**src/rtl/tm_key_events_if.sv**
```systemverilog
// Scan input and event output bundle of the TM1638 key event block.
// sample is qualified by the one-cycle sample_valid strobe. An event transfers on any edge where evt_valid && evt_ready; evt_key/evt_press are stable while evt_valid waits.
interface tm_key_events_if;
  logic       sample_valid;
  logic [7:0] sample;
  logic       evt_valid;
  logic       evt_ready;
  logic [2:0] evt_key;
  logic       evt_press;

  modport master (
    output sample_valid, sample, evt_ready,
    input  evt_valid, evt_key, evt_press
  );

  modport slave (
    input  sample_valid, sample, evt_ready,
    output evt_valid, evt_key, evt_press
  );
endinterface

```
**src/rtl/tm_key_events.sv**
```systemverilog
// Debounces eight TM1638 keys and queues press/release events in a FWFT FIFO.
// Each key has one pending slot, and a fixed-priority arbiter drains these slots into the FIFO.
module tm_key_events #(
    parameter int DEBOUNCE_SCANS = 3,
    parameter int FIFO_DEPTH     = 8
) (
    input  logic                          clk,
    input  logic                          rst,
    tm_key_events_if.slave                bus,
    output logic [7:0]                    keys_stable,
    output logic                          overflow,
    input  logic                          clr_overflow,
    output logic [$clog2(FIFO_DEPTH):0]   occupancy
);

    localparam int          AW      = $clog2(FIFO_DEPTH);
    localparam logic [3:0]  DB_LAST = 4'(DEBOUNCE_SCANS - 1);
    localparam logic [AW:0] DEPTH   = (AW + 1)'(FIFO_DEPTH);

    logic [3:0]    cnt [8];
    logic [7:0]    pend;
    logic [7:0]    pend_type;
    logic [3:0]    mem [FIFO_DEPTH];
    logic [AW-1:0] wr_ptr;
    logic [AW-1:0] rd_ptr;
    logic [AW:0]   count;

    logic [7:0] evt_gen;
    logic [7:0] push_onehot;
    logic [2:0] push_key;
    logic       push;
    logic       pop;
    logic       lost;

    always_comb begin
        evt_gen = '0;
        for (int i = 0; i < 8; i++) begin
            evt_gen[i] = bus.sample_valid && (bus.sample[i] != keys_stable[i]) && (cnt[i] == DB_LAST);
        end
    end

    // The loop runs downward, so the lowest set pend bit wins.
    always_comb begin
        push_key = '0;
        for (int i = 7; i >= 0; i--) begin
            if (pend[i]) push_key = 3'(i);
        end
        push        = (pend != 8'h00) && (count < DEPTH);
        push_onehot = push ? (8'h01 << push_key) : 8'h00;
    end

    // A slot being pushed this cycle hands its old event to the FIFO, so refilling it loses nothing.
    assign lost = |(evt_gen & pend & ~push_onehot);

    assign pop           = bus.evt_valid & bus.evt_ready;
    assign bus.evt_valid = (count != '0);
    assign bus.evt_key   = mem[rd_ptr][3:1];
    assign bus.evt_press = mem[rd_ptr][0];
    assign occupancy     = count;

    always_ff @(posedge clk) begin
        if (rst) begin
            keys_stable <= '0;
            pend        <= '0;
            pend_type   <= '0;
            wr_ptr      <= '0;
            rd_ptr      <= '0;
            count       <= '0;
            overflow    <= 1'b0;
            for (int i = 0; i < 8; i++) cnt[i] <= '0;
        end else begin
            for (int i = 0; i < 8; i++) begin
                if (bus.sample_valid) begin
                    if (bus.sample[i] == keys_stable[i]) begin
                        cnt[i] <= '0;
                    end else if (cnt[i] == DB_LAST) begin
                        keys_stable[i] <= ~keys_stable[i];
                        cnt[i]         <= '0;
                    end else begin
                        cnt[i] <= cnt[i] + 4'd1;
                    end
                end
                if (evt_gen[i]) begin
                    pend[i]      <= 1'b1;
                    pend_type[i] <= bus.sample[i];
                end else if (push_onehot[i]) begin
                    pend[i] <= 1'b0;
                end
            end

            if (push) wr_ptr <= wr_ptr + 1'b1;
            if (pop)  rd_ptr <= rd_ptr + 1'b1;
            case ({push, pop})
                2'b10:   count <= count + 1'b1;
                2'b01:   count <= count - 1'b1;
                default: count <= count;
            endcase

            if (lost)              overflow <= 1'b1;
            else if (clr_overflow) overflow <= 1'b0;
        end
    end

    // Storage needs no reset; occupancy alone decides what is valid.
    always_ff @(posedge clk) begin
        if (!rst && push) mem[wr_ptr] <= {push_key, pend_type[push_key]};
    end

endmodule

```
**src/flat_wrapper.sv**
```systemverilog
// flat-port wrapper written by rule: the top's interface ports become plain ports
module tm_key_events_flat 
#(
    parameter int DEBOUNCE_SCANS = 3,
    parameter int FIFO_DEPTH     = 8
)
  (clk, rst, keys_stable, overflow, clr_overflow, occupancy, bus_sample_valid, bus_sample, bus_evt_ready, bus_evt_valid, bus_evt_key, bus_evt_press);
  tm_key_events_if bus_i ();
  input  logic clk;
  input  logic rst;
  output logic [7:0] keys_stable;
  output logic overflow;
  input  logic clr_overflow;
  output logic [$clog2(FIFO_DEPTH):0] occupancy;
  input wire logic [$bits(bus_i.sample_valid)-1:0] bus_sample_valid;
  input wire logic [$bits(bus_i.sample)-1:0] bus_sample;
  input wire logic [$bits(bus_i.evt_ready)-1:0] bus_evt_ready;
  output wire logic [$bits(bus_i.evt_valid)-1:0] bus_evt_valid;
  output wire logic [$bits(bus_i.evt_key)-1:0] bus_evt_key;
  output wire logic [$bits(bus_i.evt_press)-1:0] bus_evt_press;
  assign bus_i.sample_valid = bus_sample_valid;
  assign bus_i.sample = bus_sample;
  assign bus_i.evt_ready = bus_evt_ready;
  assign bus_evt_valid = bus_i.evt_valid;
  assign bus_evt_key = bus_i.evt_key;
  assign bus_evt_press = bus_i.evt_press;
  tm_key_events #(.DEBOUNCE_SCANS(DEBOUNCE_SCANS), .FIFO_DEPTH(FIFO_DEPTH)) u_core (.clk(clk), .rst(rst), .bus(bus_i), .keys_stable(keys_stable), .overflow(overflow), .clr_overflow(clr_overflow), .occupancy(occupancy));
endmodule
```
**config.mk**
```make
export PLATFORM = sky130hd
export DESIGN_NAME = tm_key_events_flat
export DESIGN_NICKNAME = d
export VERILOG_FILES = /design/src/rtl/tm_key_events_if.sv /design/src/rtl/tm_key_events.sv /design/src/flat_wrapper.sv
export SDC_FILE = /design/constraint.sdc
export NUM_CORES = 1
export LEC_CHECK = 0
export BUFFER_PORTS_ARGS = -buffer_cell sky130_fd_sc_hd__buf_2
export CAP_MARGIN = 20
export CORE_MARGIN = 2
export CORE_UTILIZATION = 45
export CTS_CLUSTER_DIAMETER = 60
export DETAILED_ROUTE_END_ITERATION = 8
export GPL_TIMING_DRIVEN = 0
export MAX_ROUTING_LAYER = met4
export SYNTH_ARGS = -nofsm -noshare
export SYNTH_HDL_FRONTEND = slang
export SYNTH_SLANG_ARGS = --single-unit
```
**constraint.sdc**
```tcl
create_clock -name clk -period 2.3 [get_ports clk]
set_input_delay 0 -clock clk [delete_from_list [all_inputs] [get_ports clk]]
set_output_delay 0 -clock clk [all_outputs]
set_load 0.02 [all_outputs]
```
Yosys cells after proc, flatten, opt, wreduce, memory -nomap -nowiden

Memory sizes are Yosys's and may differ from the RTL's. A register that Yosys moved wholly into a read port is not among the register bits.
Cells that the tools add are included.

Flip-flop bits (word level): 35
RAM bits: 64
Input bits: 13
Output and inout bits: 18
Logic and storage cells: 327
Memories kept: 2

Memory list:

| memory     | words | bits a word | rd ports | clocked after memory_dff | write ports | RTL line            | RTL |
|---|---|---|---|---|---|---|---|
| u_core.cnt | 8     | 4           | 8        | 0                        | 8           | tm_key_events.sv:20 | `logic [3:0] cnt [8];` |
| u_core.mem | 8     | 4           | 1        | 1                        | 1           | tm_key_events.sv:23 | `logic [3:0] mem [FIFO_DEPTH];` |

Add/subtract/negate cells: 12
Magnitude comparators: 2
Equal/unequal tests: 26
Shift-type cells: 1
Mux-type cells: 172
Bitwise logic cells: 44
Reduce and logical (&&, ||, !) cells: 40

Operators by type and width:

| cell                                                                          | number |
|---|---|
| 1-bit two-way mux                                                             | 135 |
| 4-bit two-way mux                                                             | 24 |
| 4-bit by 1-bit adder with 4-bit output (second input constant)                | 9 |
| 4-bit by 2-bit == test with 1-bit output (second input constant)              | 8 |
| 3-bit two-way mux                                                             | 10 |
| 1-bit bitwise OR                                                              | 24 |
| 3-bit AND reduction                                                           | 8 |
| 2-bit nonzero test                                                            | 10 |
| 1-bit logical AND                                                             | 18 |
| 8-bit AND                                                                     | 2 |
| 1-bit inverter                                                                | 16 |
| 1-bit == test                                                                 | 8 |
| 8-bit two-way mux                                                             | 1 |
| 1-bit != test                                                                 | 8 |
| 8-bit inverter                                                                | 1 |
| 4-bit case mux with 2 select lines                                            | 1 |
| 8-bit nonzero test                                                            | 1 |
| 8-bit OR reduction                                                            | 1 |
| 1-bit by 3-bit left shift with 8-bit output (first input constant)            | 1 |
| 3-bit by 1-bit adder with 3-bit output (second input constant)                | 2 |
| 3-bit by 4-bit less-than comparator with 1-bit output (second input constant) | 1 |
| 4-bit less-than comparator (second input constant)                            | 1 |
| 4-bit nonzero test                                                            | 1 |
| 4-bit by 1-bit subtractor with 4-bit output (second input constant)           | 1 |
| other kinds (5)                                                               | 5 |

Depth between registers and ports, before layout

Gate-level depths: netlist of run 1.

Depth in word-level cells: 14
Mapped depth: 11

Worst setup path after synthesis of run 1

Ideal clock, no wire load.

Kind: register to register
Start point: register u_core.count[3], in the netlist u_core.occupancy[3]
End point: register u_core.count[3], in the netlist u_core.occupancy[3]
Setup time: 0.071 ns
Arrival time: 2.650 ns
Required time: 2.229 ns
Path slack: -0.421 ns
Stages on the path, launching flop included: 12
Buffers on the path: 1
Clock period less this slack: 2.721 ns
Cell sequence: dfxtp_1 clkbuf_1 or4_1 nand2_1 inv_1 ha_1 ha_1 a21o_1 a21oi_1 xnor2_1 or3_1 a21oi_1

Cells in the longest elaborated chain, start to end: 4
Elaborated cells between the ends (all ways): 10
Classes of those cells: add/sub: 2; order compare: 1; eq/ne: 2; mux: 1; bitwise: 1; reduce/logical: 3

Ends and longest elaborated chain:

| element                                                                   | RTL line            | RTL |
|---|---|---|
| from (decl)                                                               | tm_key_events.sv:26 | `logic [AW:0] count;` |
| from (signal assigned)                                                    | tm_key_events.sv:94 | `2'b10: count <= count + 1'b1;` |
| from (signal assigned)                                                    | tm_key_events.sv:95 | `2'b01: count <= count - 1'b1;` |
| from (signal assigned)                                                    | tm_key_events.sv:96 | `default: count <= count;` |
| 4-bit nonzero test *                                                      | tm_key_events.sv:56 | `assign bus.evt_valid = (count != '0);` |
| net bus_evt_valid                                                         | flat_wrapper.sv:18  | `output wire logic [$bits(bus_i.evt_valid)-1:0] bus_evt_valid;` |
| 1-bit AND *                                                               | tm_key_events.sv:55 | `assign pop = bus.evt_valid & bus.evt_ready;` |
| net u_core.pop                                                            | tm_key_events.sv:32 | `logic pop;` |
| 2-bit by 1-bit == test with 1-bit output or 2-bit == test (tied branches) | tm_key_events.sv:93 | `case ({push, pop})` |
| 4-bit case mux with 2 select lines or 2-bit nonzero test (tied branches)  | -                   |  |

Mark *: on every way through the listed nets, which the timed path passes. The rest lies on a longest branch.
A chain may end at the register's enable or synchronous reset.

Final worst setup path of run 1

Start point: register u_core.count[0], in the netlist u_core.occupancy[0]
End point: register u_core.count[3], in the netlist u_core.occupancy[3]

Cells in the longest elaborated chain, start to end: 4
Elaborated cells between the ends (all ways): 10
Classes of those cells: add/sub: 2; order compare: 1; eq/ne: 2; mux: 1; bitwise: 1; reduce/logical: 3

Ends and longest elaborated chain:

| element                                                                   | RTL line |
|---|---|
| 4-bit nonzero test *                                                      | tm_key_events.sv:56 |
| 1-bit AND *                                                               | tm_key_events.sv:55 |
| net u_core.pop                                                            | tm_key_events.sv:32 |
| 2-bit by 1-bit == test with 1-bit output or 2-bit == test (tied branches) | tm_key_events.sv:93 |
| 4-bit case mux with 2 select lines or 2-bit nonzero test (tied branches)  | - |

Marked as above.

==> results of run 1 <==
==> final cells by class <==
class | instances | area, um2
Inverter | 19 | 73.8
Clock inverter | 7 | 63.8
Tap cell | 136 | 170
Sequential cell | 102 | 2700
Buffer | 10 | 40.0
Clock buffer | 9 | 124
Timing Repair Buffer | 39 | 230
Fill cell | 924 | 4830
Multi-Input combinational cell | 270 | 1950
==> cells by family after synthesis <==
kind of cell               count (synthesis)  synth area share, %
muxes                                     24                 7.45
DFF                                      102                 57.6
adders and majority gates                 22                 6.08
buffers and inverters                     30                 2.47
and+or+nand+nor                          154                 15.1
xor gates and xnor gates                  34                 6.40
AOI/OAI and AO/OA                         36                 4.89
==> synth_stat cells, drive strengths merged (3+ instances only) <==
cell	number	area, um2
edfxtp	64	1920
a21oi	19	95.1
nand3	17	85.1
mux2i	11	110
xor2	24	210
nor3b	5	37.5
nand2b	3	18.8
clkbuf	8	30.0
dfxtp	38	761
a31oi	3	18.8
o21ai	5	25.0
inv	19	71.3
nand4	7	43.8
ha	21	263
nor2	81	304
nor3	6	30.0
nand2	22	82.6
mux4	8	180
buf	3	13.8
xnor2	10	87.6
nor4	4	31.3
mux2	5	56.3
==> routing by layer <==
layer | part of all wire (%) | up-vias | GRT usage (%)
li1 | - | 1516 | -
met1 | 47 | 1424 | 20.5
met2 | 49 | 43 | 27.6
met3 | 3.1 | 10 | 2.41
met4 | 1.2 | 0 | 5.73
met5 | 0 | - | -
==> repair_timing <==
item / in CTS / in global routing
pin swaps: 4 / 0
setup endpoints to repair: 17 / 22
resized for setup: 8 / 8
buffers inserted: 3 / 1
hold buffers: 5 / 0
hold endpoints to repair: 9 / 0
==> worst paths after layout <==
path	to	slack [ns]
worst min register to register	u_core.rd_ptr[1]	0.50
worst max-delay path	u_core.occupancy[3]	-0.03
worst min-delay path	u_core.rd_ptr[1]	0.02
worst max register to register	u_core.occupancy[3]	-0.03
==> critical path: cells and delay by family, from the launching register on <==
family / cells / cell delay [ns]
compound gates: 3 / 0.42
xor+xnor: 1 / 0.09
fa+ha+maj: 2 / 0.37
buf+inv: 1 / 0.04
flops: 1 / 0.36
simple gates: 3 / 1.01
==> per-stage QoR <==
stage	worst slack (ns)	setup TNS (ns)	hold slack (ns)
final	-0.0333	-0.0333	0.0204
after global routing	-0.151	-0.937	0.0343
after CTS	-0.0334	-0.0334	0.00948
after detailed placement	-0.380	-3.23	0.284
after global placement	-0.219	-1.89	0.277
after floorplan	-0.111	-0.111	0.144
==> power groups by stage <==
stage	Sequential (mW)	Clock [mW]	Combinational, mW
finish	2.12	1.08	0.893
global route	2.14	1.18	0.996
CTS	2.13	1.11	0.891
detailed placement	2.16	0	0.825
global placement	2.16	0	0.810
floorplan	2.17	0	0.613
==> cell usage in the layout (no fill, tap or decap), types with 6 or more instances in the layout <==
cell type  instances
nor3_1             6
clkbuf_1           7
nand4_1            7
xnor2_1           10
buf_2             32
nand2_1           21
dfxtp_1           34
ha_1              19
xor2_1            24
mux2i_1           10
inv_1             16
nand3_1           17
mux4_2             8
clkbuf_8           9
nor2_1            81
edfxtp_1          64
a21oi_1           17
==> registers in the layout, indices dropped and copies added, names as in the netlist, named ones only <==
signal              cells
u_core.keys_stable      8
u_core.pend             8
u_core.overflow         1
u_core.pend_type        8
u_core.cnt             32
u_core.rd_ptr           3
u_core.mem             32
u_core.wr_ptr           3
u_core.occupancy        4
==> impl_metrics.ini, run 1 <==
[timing]
rsz0062_at_grt = yes
period_share_pct = 101
max_slew.worst_pin.slew_ns = 0.854
fmax_mhz = 429
finalCriticalPeriod_ns = 2.33
maxSlewHeadroom_pct = 42.5
finalHoldViolCount = 0
slew_violations = 0
fin_skew_ns = 0.00748
setup_ws_ns = -0.0333
finalSetupViolCount = 1

[route]
ant_nets = 0
via_per_inst = 5.06
drt_iter0_markers = 138
num_vias = 2993
wire_per_inst_um = 14.2
wl_mm = 8.44
first_pass_iters = 5
drc = 0

[floorplan]
rows = 37
start_util_pct = 45.7
dieArea_um2 = 11200
die_h_um = 106
core_region_area_um2 = 10200
pin_count = 31
fp.dieW_um = 106

[power]
peakVddDrop_uv = 295
power.leakage_nw = 2.08
power_frac_comb_pct = 21.8
power_mw = 4.09
p_seq_share_pct = 51.9
internal_power_mw = 2.89
p_clk_share_pct = 26.3
p_sw_share_pct = 29.5
power.density_nw_per_um2 = 765
p_sw_mw = 1.21

[clock_tree]
cts_buffer_depth = 2
cts-root-buf = clkbuf_8
cts_tree = done
clock_latency_ns = 0.36
htree_levels = 3
path_clk_slew_ns = 0.10
cts_inserted_buffers = 9
cts_sinks = 102

[grt]
grt_pass1_vias = 2913
grt_first_pass_wirelength_mm = 14.1
antenna_found_initial = 0
grt_usage_pct = 16.5
grt_overflow_total = 0
grt_max_degree = 33

[worst_setup_path]
arrival_ns = 2.63
critical_path.startpoint = u_core.occupancy[0]
required_ns = 2.59
slowest_stage = or4_4
timing.critical_path.cells = or4_4, nand2_4, inv_4, ha_4, ha_4, a21o_1, a21oi_2, xnor2_1, or3_1, a21oi_1
worst_setup_path_start_kind = flop
r2r_cells = 10
critPathKind = reg2reg
r2r_start = u_core.occupancy[0]
endpoint_kind = flop
cp_common_cell = ha_4
max_stage_delay_ns = 0.56
crit_fanout = 3

[yosys]
synth_area_um2 = 4650
synth_edf_count = 64
yosysSeqAreaShare_pct = 57.6
ys.flop_type = edfxtp_1
ys_warn_count = 0
syn_inst = 402
ys_seq_elements = 102
async_reset_ff_share_pct = 0
yosysUniqueCellTypes = 41
avgSynthCellArea_um2 = 11.6
syn_nets = 437

[cells_and_area]
nNetsFinal = 486
final_core_util_pct = 52.5
area_delta_synth_final_pct = 15.0
final_area_um2 = 5350
diodes = 0
stdcell_count = 592
drive_gt1_share_pct = 19.3

[worst_hold_path]
worstHoldPathCells = 5
min_path_type = in2reg
holdCritStartpoint = bus_evt_ready

[outcome]
status = finished with violations
violations = negative setup slack

[place]
post-dp-hpwl_mm = 5.99
post_dp_cell_area_um2 = 5030
place_inst = 568
io_buffers = 30
globalplace.congestion = 0.852

[run]
maxCapViolCount = 0
Power figures use the tool's default switching activity.
==> run 2: changes to the inputs <==
Clock period 2.3 ns to 2.65 ns, I/O delays scaled along.
==> impl_metrics.ini, run 2 (synthesized netlist as in run 1, its figures left out) <==
[timing]
maxSlewHeadroom_pct = 36.1
period_share_pct = 94.6
fin_skew_ns = 0.0109
slew_violations = 0
finalSetupViolCount = 0
max_slew.worst_pin.slew_ns = 0.949
finalCriticalPeriod_ns = 2.51
fmax_mhz = 399
finalHoldViolCount = 0
setup_ws_ns = 0.142
hold_slack_ns = 0.130

[cells_and_area]
final_common_cell = nor2_1
reg_top3 = u_core.cnt (32), u_core.mem (32)
regArea_um2 = 2690
diodes = 0
area_delta_synth_final_pct = 13.0
layout_common_cells = nor2_1, edfxtp_1, dfxtp_1, buf_2, xor2_1
final_core_util_pct = 51.6
multi_input_area_um2 = 1890
drive_gt1_share_pct = 16.7
fillCellCount = 937
final_area_um2 = 5260
nNetsFinal = 484

[route]
drc = 0
wire_per_inst_um = 14.7
drt_iter0_markers = 148
ant_nets = 0
via_per_inst = 5.09
wl_mm = 8.69
first_pass_iters = 4
num_vias = 3005

[place]
io_buffers = 30
post-dp-hpwl_mm = 6.06
post_dp_cell_area_um2 = 4990
place_ws_ns = -0.0738
globalplace.congestion = 0.887

[floorplan]
core_region_area_um2 = 10200
die_h_um = 106
dieArea_um2 = 11200
start_util_pct = 45.7
pin_count = 31
fp.dieW_um = 106
rows = 37

[clock_tree]
path_clk_slew_ns = 0.09
cts_inserted_buffers = 9
cts-root-buf = clkbuf_8
cts_buffer_depth = 2
htree_levels = 3
cts_tree = done
post_cts_buffers = 0
cts_sinks = 102
clock_latency_ns = 0.36

[worst_setup_path]
crit_fanout = 5
reg2reg_to = u_core.occupancy[3]
arrival_ns = 2.79
endpoint_kind = flop
reg2reg_slack_ns = 0.14
critPathKind = reg2reg
required_ns = 2.93
worst_setup_path_start_kind = flop
r2r_cells = 10
r2r_start = u_core.occupancy[0]

[grt]
grt_max_degree = 33
grt_first_pass_wirelength_mm = 14.0
grt_pass1_vias = 2922
grt_usage_pct = 16.7
antenna_found_initial = 0
grt_overflow_total = 0

[power]
power.leakage_nw = 2.04
power.density_nw_per_um2 = 652
peakVddDrop_uv = 312
power_mw = 3.43

[worst_hold_path]
min_to = u_core.overflow
min_path_type = in2reg
holdCritStartpoint = clr_overflow
worstHoldPathCells = 4

[run]
maxCapViolCount = 0

[outcome]
status = complete, no violations
==> run 2: cell count changes in the layout (fill, tap and decap cells not counted), sizes merged <==
cell / previous run / this run
buf: 37 / 34
clkbuf: 16 / 19
clkinvlp: 0 / 2
dlygate4sd3: 5 / 6
inv: 24 / 19
==> run 2: critical path: stages (launching register included) <==
cell	delay, ns
dfxtp_2	0.35
or4_4	0.57
nand2_4	0.10
inv_1	0.05
ha_2	0.20
ha_1	0.27
a21o_1	0.19
a21oi_2	0.15
xnor2_1	0.09
or3_1	0.33
a21oi_2	0.14
==> run 2: power breakdown <==
part | total (mW) | leakage, nW | internal, mW | switching (mW)
combinational | 0.685 | 0.995 | 0.302 | 0.383
sequential | 1.85 | 0.960 | 1.77 | 0.0738
clock | 0.895 | 0.0828 | 0.372 | 0.523
total | 3.43 | 2.04 | 2.45 | 0.979
==> run 2: metrics by stage <==
stage          TNS, ns  cells
5_1_grt        -0.0171    590
3_3_place_gp   -0.0272    568
3_5_place_dp   -0.0738    569
2_1_floorplan        0    402
4_1_cts              0    590
6_report             0    590
==> run 2: how the worst max path moves through the flow <==
stage                     slack, ns                start                  end
after global placement        -0.03  u_core.occupancy[3]  u_core.occupancy[3]
after floorplan                0.04  u_core.occupancy[3]  u_core.occupancy[3]
final                          0.14  u_core.occupancy[0]  u_core.occupancy[3]
after global routing          -0.02       u_core.pend[4]  u_core.occupancy[3]
after detailed placement      -0.07  u_core.occupancy[3]  u_core.occupancy[3]
after CTS                      0.02  u_core.occupancy[0]  u_core.occupancy[3]
==> run 2: what timing repair did <==
| action | in CTS | in global routing |
|---|---|---|
| hold buffers | 6 | 0 |
| endpoints found under the hold margin | 10 | 0 |
| endpoints found under the setup margin | 1 | 1 |
| resized for setup | 0 | 11 |
==> run 2: layout make-up <==
cell class	count	share of cell area (%)
Inverter	19	1.36
Tap cell	136	3.24
Multi-Input combinational cell	270	36.0
Timing Repair Buffer	37	4.14
Sequential cell	102	51.1
Buffer	10	0.762
Clock inverter	4	0.619
Clock buffer	12	2.76
==> run 2: layer usage <==
metal  wire [um]  track usage (%)  vias to the layer above
met5           0                -                        -
met4         133             5.64                        0
met1        3990             20.3                     1440
met2        4340             28.1                       50
met3         226             3.40                        6
li1            -                -                     1509
